`config.mk`:
```
export PLATFORM = sky130hd
export DESIGN_NAME = ecg_playback_ctrl
export DESIGN_NICKNAME = d
export VERILOG_FILES = /design/src/rtl/ecg_playback_ctrl.sv
export SDC_FILE = /design/constraint.sdc
export NUM_CORES = 1
export LEC_CHECK = 0
export ABC_AREA = 0
export CAP_MARGIN = 20
export CORE_MARGIN = 2
export CORE_UTILIZATION = 30
export CTS_CLUSTER_DIAMETER = 200
export DETAILED_ROUTE_END_ITERATION = 6
export HOLD_SLACK_MARGIN = 0.1
export PLACE_DENSITY_LB_ADDON = 0.1
export SLEW_MARGIN = 40
export SYNTH_ARGS = -nofsm -noshare
export SYNTH_HDL_FRONTEND = slang
export SYNTH_SLANG_ARGS = --single-unit
```
`constraint.sdc`:
```
create_clock -name clk_out1_wire -period 4 [get_ports clk_out1_wire]
set_input_delay 0.6 -clock clk_out1_wire [delete_from_list [all_inputs] [get_ports clk_out1_wire]]
set_output_delay 0.6 -clock clk_out1_wire [all_outputs]
set_load 0.03 [all_outputs]
```
`src/rtl/ecg_playback_ctrl.sv`:
```
// ecg_playback_ctrl
// Plays the stored ECG record out of the sample BRAM into the IIR filter.
// It issues paced BRAM reads, hides the BRAM read latency, and presents each
// sample with a one-cycle sample_valid strobe that drives the filter
// clk_enable. It supports single-shot and loop playback, a stop command and a
// pass counter.
//
// Optional build macro: IIR_FLUSH_EN
//   When defined, each playback ends with FLUSH_LEN zero samples at the
//   latched rate so that the filter state decays before the next run.
//   When undefined, the FLUSH state does not exist.

module ecg_playback_ctrl #(
    parameter int ADDR_W    = 12,
    parameter int DATA_W    = 24,
    parameter int DEPTH     = 2500,
    parameter int DIV_W     = 16,
    parameter int BRAM_LAT  = 1,
    parameter int FLUSH_LEN = 64
) (
    input  logic                     clk_out1_wire,
    input  logic                     system_reset,
    input  logic                     start,
    input  logic                     stop,
    input  logic                     loop_mode,
    input  logic [DIV_W-1:0]         rate_div,
    output logic                     bram_en,
    output logic [ADDR_W-1:0]        bram_addr,
    input  logic signed [DATA_W-1:0] bram_dout,
    output logic signed [DATA_W-1:0] sample_out,
    output logic                     sample_valid,
    output logic                     busy,
    output logic                     done,
    output logic [15:0]              frame_count
);

    localparam logic [ADDR_W-1:0] LAST_ADDR = ADDR_W'(DEPTH - 1);

`ifdef IIR_FLUSH_EN
    localparam int                 FLUSH_CW   = $clog2(FLUSH_LEN) + 1;
    localparam logic [FLUSH_CW-1:0] FLUSH_LAST = FLUSH_CW'(FLUSH_LEN - 1);

    typedef enum logic [2:0] {
        S_IDLE,
        S_RUN,
        S_DRAIN,
        S_FLUSH,
        S_DONE
    } state_t;
`else
    typedef enum logic [2:0] {
        S_IDLE,
        S_RUN,
        S_DRAIN,
        S_DONE
    } state_t;
`endif

    genvar gi;

    // Only one- and two-cycle BRAM read latencies are supported.
    if (BRAM_LAT < 1 || BRAM_LAT > 2 || FLUSH_LEN < 1) begin : g_bad_param
        $error("ecg_playback_ctrl: BRAM_LAT must be 1 or 2 and FLUSH_LEN >= 1");
    end

    state_t                     state_reg, state_next;
    logic [ADDR_W-1:0]          addr_reg, addr_next;
    logic [DIV_W-1:0]           div_cnt_reg, div_next;
    logic [DIV_W-1:0]           rate_m1_reg, rate_m1_next;
    logic                       loop_reg, loop_next;
    logic [15:0]                frame_cnt_reg, frame_next;
    logic [BRAM_LAT-1:0]        vld_pipe_reg, pipe_next;
    logic                       sample_valid_reg;
    logic signed [DATA_W-1:0]   sample_out_reg;
    logic                       issue;
    logic                       flush_emit;
    logic                       pipe_out;
`ifdef IIR_FLUSH_EN
    logic [FLUSH_CW-1:0]        flush_cnt_reg, flush_next;
`endif

    // Read-tracking shift register: stage 0 takes this cycle's read, each
    // further stage is one more cycle of BRAM latency.
    assign pipe_next[0] = issue;
    for (gi = 1; gi < BRAM_LAT; gi++) begin : g_vld_pipe
        assign pipe_next[gi] = vld_pipe_reg[gi-1];
    end
    assign pipe_out = vld_pipe_reg[BRAM_LAT-1];

    // State register.
    always_ff @(posedge clk_out1_wire or posedge system_reset) begin
        if (system_reset) begin
            state_reg <= S_IDLE;
        end else begin
            state_reg <= state_next;
        end
    end

    // Next-state, read issue and control-register update logic.
    always_comb begin
        state_next   = state_reg;
        addr_next    = addr_reg;
        div_next     = div_cnt_reg;
        rate_m1_next = rate_m1_reg;
        loop_next    = loop_reg;
        frame_next   = frame_cnt_reg;
        issue        = 1'b0;
        flush_emit   = 1'b0;
`ifdef IIR_FLUSH_EN
        flush_next   = flush_cnt_reg;
`endif
        case (state_reg)
            S_IDLE: begin
                // A simultaneous stop cancels the start.
                if (start && !stop) begin
                    state_next   = S_RUN;
                    loop_next    = loop_mode;
                    rate_m1_next = (rate_div == '0) ? '0 : rate_div - DIV_W'(1);
                    div_next     = '0;      // first read on the next cycle
                    addr_next    = '0;
                end
            end
            S_RUN: begin
                if (stop) begin
                    // Partial pass: no read this cycle, no frame increment.
                    state_next = S_DRAIN;
                end else if (div_cnt_reg == '0) begin
                    issue    = 1'b1;
                    div_next = rate_m1_reg;
                    if (addr_reg == LAST_ADDR) begin
                        frame_next = frame_cnt_reg + 16'd1;
                        addr_next  = '0;
                        if (!loop_reg) begin
                            state_next = S_DRAIN;
                        end
                    end else begin
                        addr_next = addr_reg + ADDR_W'(1);
                    end
                end else begin
                    div_next = div_cnt_reg - DIV_W'(1);
                end
            end
            S_DRAIN: begin
                // No reads remain in the BRAM pipeline once it is empty;
                // the last one is already in the output register.
                if (vld_pipe_reg == '0) begin
`ifdef IIR_FLUSH_EN
                    state_next = S_FLUSH;
                    div_next   = rate_m1_reg;
                    flush_next = '0;
`else
                    state_next = S_DONE;
`endif
                end
            end
`ifdef IIR_FLUSH_EN
            S_FLUSH: begin
                // Zero samples at the playback rate; start/stop are ignored.
                if (div_cnt_reg == '0) begin
                    flush_emit = 1'b1;
                    div_next   = rate_m1_reg;
                    if (flush_cnt_reg == FLUSH_LAST) begin
                        state_next = S_DONE;
                    end else begin
                        flush_next = flush_cnt_reg + FLUSH_CW'(1);
                    end
                end else begin
                    div_next = div_cnt_reg - DIV_W'(1);
                end
            end
`endif
            S_DONE: begin
                state_next = S_IDLE;
            end
            default: begin
                state_next = S_IDLE;
            end
        endcase
    end

    // Control registers: address, divider, latched settings, pass counter.
    always_ff @(posedge clk_out1_wire or posedge system_reset) begin
        if (system_reset) begin
            addr_reg      <= '0;
            div_cnt_reg   <= '0;
            rate_m1_reg   <= '0;
            loop_reg      <= 1'b0;
            frame_cnt_reg <= '0;
`ifdef IIR_FLUSH_EN
            flush_cnt_reg <= '0;
`endif
        end else begin
            addr_reg      <= addr_next;
            div_cnt_reg   <= div_next;
            rate_m1_reg   <= rate_m1_next;
            loop_reg      <= loop_next;
            frame_cnt_reg <= frame_next;
`ifdef IIR_FLUSH_EN
            flush_cnt_reg <= flush_next;
`endif
        end
    end

    // Latency compensation and output register; reset drops in-flight reads.
    always_ff @(posedge clk_out1_wire or posedge system_reset) begin
        if (system_reset) begin
            vld_pipe_reg     <= '0;
            sample_valid_reg <= 1'b0;
            sample_out_reg   <= '0;
        end else begin
            vld_pipe_reg     <= pipe_next;
            sample_valid_reg <= pipe_out | flush_emit;
            if (pipe_out) begin
                sample_out_reg <= bram_dout;
            end else if (flush_emit) begin
                sample_out_reg <= '0;
            end
        end
    end

    assign bram_en      = issue;
    assign bram_addr    = addr_reg;
    assign sample_out   = sample_out_reg;
    assign sample_valid = sample_valid_reg;
    assign busy         = (state_reg != S_IDLE);
    assign done         = (state_reg == S_DONE);
    assign frame_count  = frame_cnt_reg;

endmodule

```
Yosys cells after proc, flatten, opt, wreduce, memory -nomap -nowiden
Cells that the tools add are included.
{"block": "totals", "elab_cells": 57, "in_bits": 45, "mem_bits_ro": 0, "latchBits": 0, "ramBits": 0, "ff_bits": 90, "n_memories": 0, "output_inout_bits": 56}
{"block": "op_classes", "order_cmp": 0, "reduce_logical": 12, "n_shift": 0, "n_eq_ne": 11, "div_mod_pow": 0, "mux": 20, "n_addsub": 4, "bitwise": 1, "n_mul": 0}
{"operator": "two-way mux 16 bit", "count": 4}
{"operator": "two-way mux 12 bit", "count": 4}
{"operator": "zero test 16 bit", "count": 2}
{"operator": "one-hot mux 16 bit (2 select lines)", "count": 1}
{"operator": "subtractor 16 x 1 -> 16 bit (second input constant)", "count": 2}
{"operator": "one-hot mux 12 bit (2 select lines)", "count": 1}
{"operator": "two-way mux 3 bit", "count": 6}
{"operator": "adder 16 x 1 -> 16 bit (second input constant)", "count": 1}
{"operator": "adder 12 x 1 -> 12 bit (second input constant)", "count": 1}
{"operator": "== test 12 bit (second input constant)", "count": 1}
{"operator": "!= test 3 bit (second input constant)", "count": 3}
{"operator": "one-hot mux 3 bit (3 select lines)", "count": 1}
{"operator": "!= test 2 bit (second input constant)", "count": 4}
{"operator": "AND reduction 4 bit", "count": 2}
{"operator": "== test 3 x 2 -> 1 bit (second input constant)", "count": 2}
{"operator": "AND reduction 5 bit", "count": 1}
{"operator": "== test 3 x 1 -> 1 bit (second input constant)", "count": 1}
{"operator": "zero test 3 bit", "count": 1}
{"operator": "two-way mux 1 bit", "count": 3}
{"operator": "AND reduction 3 bit", "count": 1}
{"operator": "nonzero test 3 bit", "count": 1}
{"operator": "AND reduction 2 bit", "count": 1}
{"operator": "nonzero test 2 bit", "count": 1}
{"operator": "logical AND 1 bit", "count": 1}
{"operator": "other kinds (2)", "count": 2}

Logic depth before layout (Yosys ltp)
Gate-level depths: netlist (run 1).
{"block": "logic_depth", "depth_word": 5, "depth_mapped": 8, "ltp_nobuf": 7}

Worst setup path before layout (run 1)
OpenSTA, ideal clock, no wires.
{"block": "synth_timing", "path_type": "flip-flop to output port", "from": "reg div_cnt_reg[0]", "to": "out bram_en", "t_arrival_ns": 1.841, "slack_ns": 1.559, "n_path_buf": 0, "path_stages_with_launch": 7, "t_required_ns": 3.400, "cell_sequence": "dfrtp_1 inv_1 ha_1 or4b_4 or2_4 nor3_1 and3_1"}
{"block": "synth_between", "elab_chain_cells": 4}
{"element": "from (decl)", "line_no": "68", "rtl": "logic [DIV_W-1:0] div_cnt_reg, div_next;"}
{"element": "from (signal assigned)", "line_no": "194", "rtl": "div_cnt_reg <= div_next;"}
{"element": "zero test 16 bit", "line_no": "127", "rtl": "end else if (div_cnt_reg == '0) begin"}
{"element": "two-way mux 1 bit", "line_no": "127"}
{"element": "two-way mux 1 bit", "line_no": "124", "rtl": "if (stop) begin"}
{"element": "two-way mux 1 bit", "line_no": "112", "rtl": "case (state_reg)"}
{"element": "to (decl)", "line_no": "27", "rtl": "output logic bram_en,"}
Every way passes these cells.

Worst setup path after layout (run 1)
Same ends and word-level chain as after synthesis.

==> results of run 1 <==
-- metal layers --
metal  up-vias  GRT usage, %
li1       1821             -
met1      1760         18.81
met2        64         23.31
met3         5         4.020
met4         0         3.814
met5         -             0
-- synth_stat cells, types with 5 or more instances --
| cell type | count | share of area [%] |
|---|---|---|
| nand2_1 | 38 | 3.1 |
| or3_1 | 9 | 1.2 |
| mux2i_1 | 10 | 2.2 |
| clkbuf_1 | 15 | 1.2 |
| and2_1 | 5 | 0.68 |
| o21ai_0 | 21 | 2.3 |
| or4_1 | 6 | 0.98 |
| xnor2_1 | 20 | 3.8 |
| o31ai_1 | 19 | 3.1 |
| a21oi_1 | 22 | 2.4 |
| dfrtp_1 | 89 | 49 |
| mux2_2 | 27 | 6.6 |
| xor2_1 | 7 | 1.3 |
| nor2_1 | 16 | 1.3 |
| ha_1 | 11 | 3.0 |
| nor3_1 | 14 | 1.5 |
| nand3_1 | 20 | 2.2 |
| nand4_1 | 8 | 1.1 |
| and3_1 | 12 | 1.6 |
| inv_1 | 9 | 0.74 |
| o2bb2ai_1 | 12 | 2.3 |
| nor4_1 | 8 | 1.1 |
-- area by class of cell --
| cell class | count | area (µm²) |
|---|---|---|
| multi-input combinational | 325 | 2238 |
| clock inverter | 4 | 51.30 |
| fill | 1486 | 8942 |
| inverter | 9 | 35.03 |
| sequential | 89 | 2228 |
| timing repair buffer | 106 | 1046 |
| tap | 188 | 235.2 |
| clock buffer | 12 | 256.5 |
-- critical path: cells and delay by family, from the launching register on --
kind | cells | cell delay [ns]
AND/OR/NAND/NOR | 4 | 1.15
adder cells (fa/ha/maj) | 1 | 0.17
flip-flops | 1 | 0.40
buffers and inverters | 2 | 0.82
-- how the worst max path moves through the flow --
stage	slack [ns]	start	cells past startpoint	endpoint
after floorplan	1.09	system_reset	1	bram_addr[0]
after global placement	0.93	div_cnt_reg[0]	7	bram_en
after detailed placement	0.92	div_cnt_reg[0]	7	bram_en
after CTS	0.50	div_cnt_reg[0]	7	bram_en
after global routing	0.41	div_cnt_reg[0]	7	bram_en
final	0.52	div_cnt_reg[0]	7	bram_en
-- metrics by stage --
stage	instance area (µm²)	power [mW]	setup WS, ns	util (%)	std cells
final	6091	3.912	0.5210	40.52	733
after floorplan	4576	2.477	1.093	-	441
after global placement	5782	3.055	0.9285	38.46	717
after CTS	6091	3.958	0.5023	40.52	733
after global routing	6091	4.188	0.4097	40.52	733
after detailed placement	5783	3.068	0.9158	38.47	717
-- cell families (layout without fill, tap and decap cells) --
family                     Yosys count  after routing
and+or+nand+nor                    160            160
AOI/OAI and AO/OA                   90             90
DFF                                 89             89
muxes                               37             37
xor gates and xnor gates            27             27
buffers and inverters               27            131
adders and majority gates           11             11
-- report_power, final --
| part | total (mW) | internal [mW] | switching [mW] | leakage [nW] |
|---|---|---|---|---|
| Sequential | 1.37 | 1.17 | 0.202 | 1.18 |
| Combinational | 1.67 | 0.708 | 0.961 | 1.22 |
| Clock | 0.869 | 0.519 | 0.351 | 0.149 |
| Total | 3.91 | 2.40 | 1.51 | 2.55 |
==> impl_metrics.env, run 1 <==
export IMPL_status="finished clean"
export IMPL_row_count=45
export IMPL_layout_drive_gt1_share_pct=10.46
export IMPL_holdPathEnd="frame_count[15]"
export IMPL_dieArea_mm2=0.01626
export IMPL_synthMuxAreaShare_pct=8.832
export IMPL_period_needed_ns=3.479
export IMPL_min_delay_path_depth=1
export IMPL_clock_sinks=89
export IMPL_synth_async_sr_flop_share_pct=100.0
export IMPL_required_ns=3.40
export IMPL_final_common_cell="clkdlybuf4s50_1"
export IMPL_wl_per_cell_um=15.20
export IMPL_numCtsBuffers=9
export IMPL_synthSimpleGateAreaFrac_pct=19.22
export IMPL_grt_usage_pct=14.32
export IMPL_wirelength_met1_um=5272
export IMPL_ys_ff_latch=89
export IMPL_clockBufferDepth=2
export IMPL_die_w_um=127.5
export IMPL_worstRegToRegCells=9
export IMPL_worstMarginPinSlew_ns=0.7464
export IMPL_grt_max_degree=33
export IMPL_path_clk_slew_ns=0.07
export IMPL_crit_fanout=5
export IMPL_leakagePower_nw=2.545
export IMPL_reg2reg_to="bram_addr[10]"
export IMPL_critPathCaptureType="output port"
export IMPL_cts_resized=0
export IMPL_dr_pass1_iters=4
export IMPL_grt_pass1_wl_um=18640
export IMPL_root_buffer="clkbuf_16"
export IMPL_ios=101
export IMPL_antenna_found_initial=0
export IMPL_largest_register_ffs=24
export IMPL_highest_layer="met4"
export IMPL_synth_edff_count=0
export IMPL_htreeDepth=3
export IMPL_whs_ns=0.4721
export IMPL_dp_final_hpwl_um=8182
export IMPL_slowest_stage="clkdlybuf4s50_1"
export IMPL_vias_per_cell=4.980
export IMPL_min_from="frame_count[15]"
export IMPL_die_h_um=127.5
export IMPL_pwr_density_cell_mw_per_mm2=642.3
export IMPL_hold_class="flip-flop to flip-flop"
export IMPL_synth_top_family_by_area="simple AND/OR/NAND/NOR gates"
export IMPL_reg2reg_from="div_cnt_reg[0]"
export IMPL_synthAdderAreaFrac_pct=3.008
export IMPL_n_antenna_cell=0
export IMPL_wl_met3_um=491
export IMPL_place_gp_congestion=0.8019
export IMPL_drtIter0Drc=201
export IMPL_nNetsFinal=596
export IMPL_syn_area_mm2=0.004576
export IMPL_worstSetupPathType="flip-flop to output port"
export IMPL_path_cells="inv_1, ha_1, or4b_4, or2_4, nor3_1, and3_1, clkdlybuf4s50_1"
export IMPL_hold_viol_final=0
export IMPL_timing_setup_tns_ns=0
export IMPL_fmax_mhz=287.4
export IMPL_synthXorXnorAreaFrac_pct=5.168
export IMPL_rsz0062_at_grt="no"
export IMPL_final_max_slew_viol_count=0
export IMPL_ant_nets=0
export IMPL_arrival_ns=2.88
export IMPL_synth_warnings=0
export IMPL_syn_nets=497
export IMPL_wl_um=11140
export IMPL_worstSetupStartpointType="flip-flop"
export IMPL_synthFlopType="dfrtp_1"
export IMPL_grt_pass1_vias=3684
export IMPL_synth_compound_area_share_pct=12.69
export IMPL_max_stage_delay_ns=0.69
export IMPL_maxCapViolations=0
export IMPL_skew_ns=0.008303
export IMPL_yosysUniqueCellTypes=53
export IMPL_ys_seq_area_share_pct=48.67
export IMPL_dr_wl_met2_um=5285
export IMPL_setup_violations=0
export IMPL_layout_common_cells="clkdlybuf4s50_1 (100), dfrtp_1 (88), nand2_1 (38)"
export IMPL_fin_crit_sh_pct=86.98
export IMPL_postCtsSetupRepairBufs=0
export IMPL_cts_tree="built"
export IMPL_clk_latency_ns=0.34
export IMPL_initial_core_util_pct=30.44
export IMPL_areaGrowthSynthToFinish_pct=33.11
export IMPL_coreArea_mm2=0.01503
export IMPL_drcViolationCount=0
export IMPL_syn_area_per_cell_um2=10.38
export IMPL_reg2reg_slack_ns=1.19
export IMPL_netlist_instances=441
export IMPL_overflow=0
export IMPL_port_buffers=100
export IMPL_ir_worst_vdd_uv=300.2
export IMPL_cts_hold_buf=0
export IMPL_vias=3650
export IMPL_slew_headroom_pct=49.78
Note: power is estimated with default switching activity, not from simulation.
==> run 2, diff against run 1 <==
--- a/config.mk
+++ b/config.mk
@@ -13,6 +13,7 @@
 export DETAILED_ROUTE_END_ITERATION = 6
 export HOLD_SLACK_MARGIN = 0.1
 export PLACE_DENSITY_LB_ADDON = 0.1
+export REMOVE_ABC_BUFFERS = 1
 export SLEW_MARGIN = 40
 export SYNTH_ARGS = -nofsm -noshare
 export SYNTH_HDL_FRONTEND = slang
==> impl_metrics.env, run 2 (synthesis gave the netlist of run 1 again) <==
export IMPL_vias_per_cell=5.092
export IMPL_reg2reg_from="div_cnt_reg[0]"
export IMPL_clk_latency_ns=0.34
export IMPL_fmax_mhz=292.8
export IMPL_dp_final_hpwl_um=8183
export IMPL_layout_drive_gt1_share_pct=9.926
export IMPL_fin_total_pwr_mw=3.863
export IMPL_place_gp_congestion=0.7808
export IMPL_overflow=0
export IMPL_grt_max_degree=54
export IMPL_final_core_util_pct=40.40
export IMPL_crit_fanout=5
export IMPL_fin_crit_sh_pct=85.39
export IMPL_hold_class="flip-flop to flip-flop"
export IMPL_antenna_found_initial=0
export IMPL_nNetsFinal=596
export IMPL_num_fill_cells=1473
export IMPL_wl_per_cell_um=15.62
export IMPL_worstMarginPinSlew_ns=0.7135
export IMPL_period_needed_ns=3.416
export IMPL_final_max_slew_viol_count=0
export IMPL_slew_headroom_pct=52.11
export IMPL_hold_viol_final=0
export IMPL_drcViolationCount=0
export IMPL_maxCapViolations=0
export IMPL_multiInputGateArea_mm2=0.002245
export IMPL_row_count=45
export IMPL_critPathCaptureType="output port"
export IMPL_numCtsBuffers=9
export IMPL_drtIter0Drc=213
export IMPL_coreArea_mm2=0.01503
export IMPL_pwr_density_cell_mw_per_mm2=636.0
export IMPL_vias=3727
export IMPL_worstRegToRegCells=7
export IMPL_root_buffer="clkbuf_16"
export IMPL_dr_pass1_iters=4
export IMPL_final_common_cell="clkdlybuf4s50_1"
export IMPL_worstSetupPathType="flip-flop to output port"
export IMPL_dieArea_mm2=0.01626
export IMPL_wl_um=11430
export IMPL_die_w_um=127.5
export IMPL_reg2reg_to="bram_addr[6]"
export IMPL_skew_ns=0.006831
export IMPL_timing_setup_tns_ns=0
export IMPL_n_antenna_cell=0
export IMPL_areaGrowthSynthToFinish_pct=32.73
export IMPL_layout_common_cells="clkdlybuf4s50_1 (100), dfrtp_1 (88), nand2_1 (38)"
export IMPL_ir_worst_vdd_uv=278.2
export IMPL_path_clk_slew_ns=0.06
export IMPL_setup_slack_ns=0.5844
export IMPL_worstSetupStartpointType="flip-flop"
export IMPL_grt_pass1_vias=3606
export IMPL_cts_hold_buf=0
export IMPL_holdPathEnd="frame_count[15]"
export IMPL_largest_register_ffs=24
export IMPL_initial_core_util_pct=30.44
export IMPL_cts_tree="built"
export IMPL_seq_area_mm2=0.002228
export IMPL_setup_violations=0
export IMPL_min_from="frame_count[15]"
export IMPL_rsz0062_at_grt="no"
export IMPL_grt_usage_pct=14.53
export IMPL_reg2reg_slack_ns=1.43
export IMPL_ios=101
export IMPL_postCtsSetupRepairBufs=0
export IMPL_clockBufferDepth=2
export IMPL_leakagePower_nw=2.531
export IMPL_grt_pass1_wl_um=18840
export IMPL_clock_sinks=89
export IMPL_arrival_ns=2.82
export IMPL_cts_resized=0
export IMPL_ant_nets=0
export IMPL_preCtsSetupSlack_ns=0.9296
export IMPL_htreeDepth=3
export IMPL_port_buffers=100
export IMPL_die_h_um=127.5
export IMPL_min_delay_path_depth=1
export IMPL_required_ns=3.40
export IMPL_status="finished clean"
-- run 2: cell types whose count changed in the layout (fill, tap and decap cells not counted), sizes merged --
cell / delta
bufinv: -1
clkbuf: +3
clkinv: -2
clkinvlp: -1
-- run 2: layout make-up --
type,count,area share (%)
Sequential cell,89,36.69
Clock buffer,15,4.409
Multi-Input combinational cell,325,36.96
Tap cell,188,3.873
Inverter,9,0.6386
Timing Repair Buffer,106,17.43
-- run 2: power by group --
part	total [mW]	internal [mW]	switching (mW)
sequential	1.37	1.17	0.197
combinational	1.71	0.723	0.982
clock	0.789	0.453	0.336
-- run 2: through the flow --
stage	instances	instance area, µm²	hold slack (ns)
2_1_floorplan	423	4499	0.4478
3_3_place_gp	717	5794	0.4697
3_5_place_dp	717	5799	0.4658
4_1_cts	732	6067	0.4823
5_1_grt	732	6073	0.5154
6_report	732	6073	0.4716
-- run 2: routing by layer --
| metal | part of all wire (%) | track usage [%] | routed length [µm] |
|---|---|---|---|
| met5 | 0 | 0 | 0 |
| met4 | 1.8 | 6.206 | 206 |
| met1 | 52 | 20.96 | 5896 |
| met3 | 4.8 | 2.554 | 547 |
| met2 | 42 | 21.45 | 4783 |
-- run 2: worst max-delay path by stage --
stage / startpoint / to / slack [ns] / depth (start not counted)
6_report: div_cnt_reg[0] / bram_en / 0.58 / 7
5_1_grt: div_cnt_reg[0] / bram_en / 0.45 / 7
4_1_cts: div_cnt_reg[0] / bram_en / 0.56 / 7
3_5_place_dp: div_cnt_reg[0] / bram_en / 0.93 / 7
3_3_place_gp: div_cnt_reg[0] / bram_en / 0.96 / 7
2_1_floorplan: system_reset / bram_addr[0] / 1.09 / 1
-- run 2: critical path: stages (launching register included) --
cell	delay, ns
dfrtp_1	0.39
inv_1	0.12
ha_1	0.15
or4b_4	0.46
or2_4	0.27
nor3_1	0.18
and3_1	0.19
clkdlybuf4s50_1	0.71
==> run 3, diff against run 2 <==
--- a/config.mk
+++ b/config.mk
@@ -11,6 +11,7 @@
 export CORE_UTILIZATION = 30
 export CTS_CLUSTER_DIAMETER = 200
 export DETAILED_ROUTE_END_ITERATION = 6
+export GPL_TIMING_DRIVEN = 0
 export HOLD_SLACK_MARGIN = 0.1
 export PLACE_DENSITY_LB_ADDON = 0.1
 export REMOVE_ABC_BUFFERS = 1
==> impl_metrics.env, run 3 (synthesis gave the netlist of run 1 again) <==
export IMPL_critPathCaptureType="output port"
export IMPL_num_fill_cells=1465
export IMPL_htreeDepth=3
export IMPL_placed_area_mm2=0.005809
export IMPL_postCtsSetupRepairBufs=0
export IMPL_dr_pass1_iters=4
export IMPL_maxCapViolations=0
export IMPL_dp_final_hpwl_um=8352
export IMPL_place_gp_congestion=0.8282
export IMPL_seq_area_mm2=0.002228
export IMPL_max_stage_delay_ns=0.71
export IMPL_overflow=0
export IMPL_drtIter0Drc=191
export IMPL_ios=101
export IMPL_final_max_slew_viol_count=0
export IMPL_arrival_ns=2.87
export IMPL_grt_pass1_wl_um=19070
export IMPL_numCtsBuffers=9
export IMPL_required_ns=3.40
export IMPL_period_needed_ns=3.474
export IMPL_crit_family="simple AND/OR/NAND/NOR gates"
export IMPL_slowest_stage="clkdlybuf4s50_1"
export IMPL_grt_usage_pct=14.78
export IMPL_worstMarginPinSlew_ns=0.7454
export IMPL_multiInputGateArea_mm2=0.002262
export IMPL_hold_viol_final=0
export IMPL_final_common_cell="clkdlybuf4s50_1"
export IMPL_clock_sinks=89
export IMPL_layout_drive_gt1_share_pct=10.31
export IMPL_worstSetupPathType="flip-flop to output port"
export IMPL_grt_pass1_vias=3666
export IMPL_drcViolationCount=0
export IMPL_rsz0062_at_grt="no"
export IMPL_wl_per_cell_um=15.72
export IMPL_coreArea_mm2=0.01503
export IMPL_fmax_mhz=287.9
export IMPL_dieArea_mm2=0.01626
export IMPL_preCtsSetupSlack_ns=0.8990
export IMPL_setup_slack_ns=0.5261
export IMPL_cts_resized=0
export IMPL_hold_class="flip-flop to flip-flop"
export IMPL_ant_nets=0
export IMPL_root_buffer="clkbuf_16"
export IMPL_clk_latency_ns=0.35
export IMPL_final_cell_area_mm2=0.006128
export IMPL_slew_headroom_pct=49.85
export IMPL_leakagePower_nw=2.545
export IMPL_fin_crit_sh_pct=86.85
export IMPL_path_cells="inv_1, ha_1, or4b_4, or2_4, nor3_1, and3_1, clkdlybuf4s50_1"
export IMPL_die_w_um=127.5
export IMPL_vias_per_cell=5.119
export IMPL_status="finished clean"
export IMPL_largest_register_ffs=24
export IMPL_layout_common_cells="clkdlybuf4s50_1 (100), dfrtp_1 (88), nand2_1 (38)"
export IMPL_n_antenna_cell=0
export IMPL_vias=3742
export IMPL_worstSetupStartpointType="flip-flop"
export IMPL_row_count=45
export IMPL_clockBufferDepth=2
export IMPL_pwr_density_cell_mw_per_mm2=645.4
export IMPL_grt_max_degree=51
export IMPL_crit_fanout=5
export IMPL_initial_core_util_pct=30.44
export IMPL_die_h_um=127.5
export IMPL_cts_tree="built"
export IMPL_nNetsFinal=594
export IMPL_crit_buf_inv=2
export IMPL_skew_ns=0.01254
export IMPL_wl_um=11490
export IMPL_areaGrowthSynthToFinish_pct=33.93
export IMPL_port_buffers=100
export IMPL_ir_worst_vdd_uv=277.7
export IMPL_setup_violations=0
export IMPL_antenna_found_initial=0
export IMPL_path_clk_slew_ns=0.06
export IMPL_cts_hold_buf=0
-- run 3: cell count changes in the layout (fill, tap and decap cells not counted), moves of 2 or more --
| cell | before | now |
|---|---|---|
| buf_4 | 5 | 2 |
| clkbuf_1 | 4 | 2 |
| clkbuf_8 | 2 | 0 |
| bufinv_16 | 0 | 2 |
| clkinvlp_4 | 0 | 2 |
-- run 3: area by class of cell --
cell class              count  share of cell area, %
clock buffers              11                  3.797
clock inverters             5                  1.307
inverters                   9                 0.6329
multi-input cells         325                  36.91
flip-flops and latches     89                  36.36
well taps                 188                  3.838
repair buffers            104                  17.15
-- run 3: final timing paths --
check                                     start              end  slack (ns)  cells past startpoint
min in group asynchronous          system_reset   sample_out[13]        0.67                      2
worst min-delay path            frame_count[15]  frame_count[15]        0.48                      1
max in group asynchronous          system_reset   rate_m1_reg[6]        2.75                      3
worst max register to register   div_cnt_reg[0]    bram_addr[10]        1.14                      7
worst min register to register  frame_count[15]  frame_count[15]        0.48                      1
worst max-delay path             div_cnt_reg[0]          bram_en        0.53                      7
-- run 3: per-layer routing --
layer,up-vias,track usage (%),routed length [µm]
li1,1822,-,-
met5,-,0,0
met2,104,22.96,5115
met3,8,4.690,699
met1,1808,20.14,5566
met4,0,3.555,111
-- run 3: stage by stage --
step	std cells	hold slack (ns)	TNS (ns)	power, mW	utilization, %
6_report	731	0.4778	0	3.955	40.77
5_1_grt	731	0.5086	0	4.237	40.77
3_3_place_gp	711	0.4712	-39.95	3.020	38.15
2_1_floorplan	423	0.4478	0	2.442	-
3_5_place_dp	715	0.4665	0	3.071	38.64
4_1_cts	731	0.4821	0	3.997	40.72
-- run 3: where the power goes --
group | leakage, nW | internal [mW] | switching (mW) | total (mW)
combinational | 1.22 | 0.711 | 0.976 | 1.69
sequential | 1.18 | 1.17 | 0.201 | 1.37
clock | 0.146 | 0.547 | 0.349 | 0.896
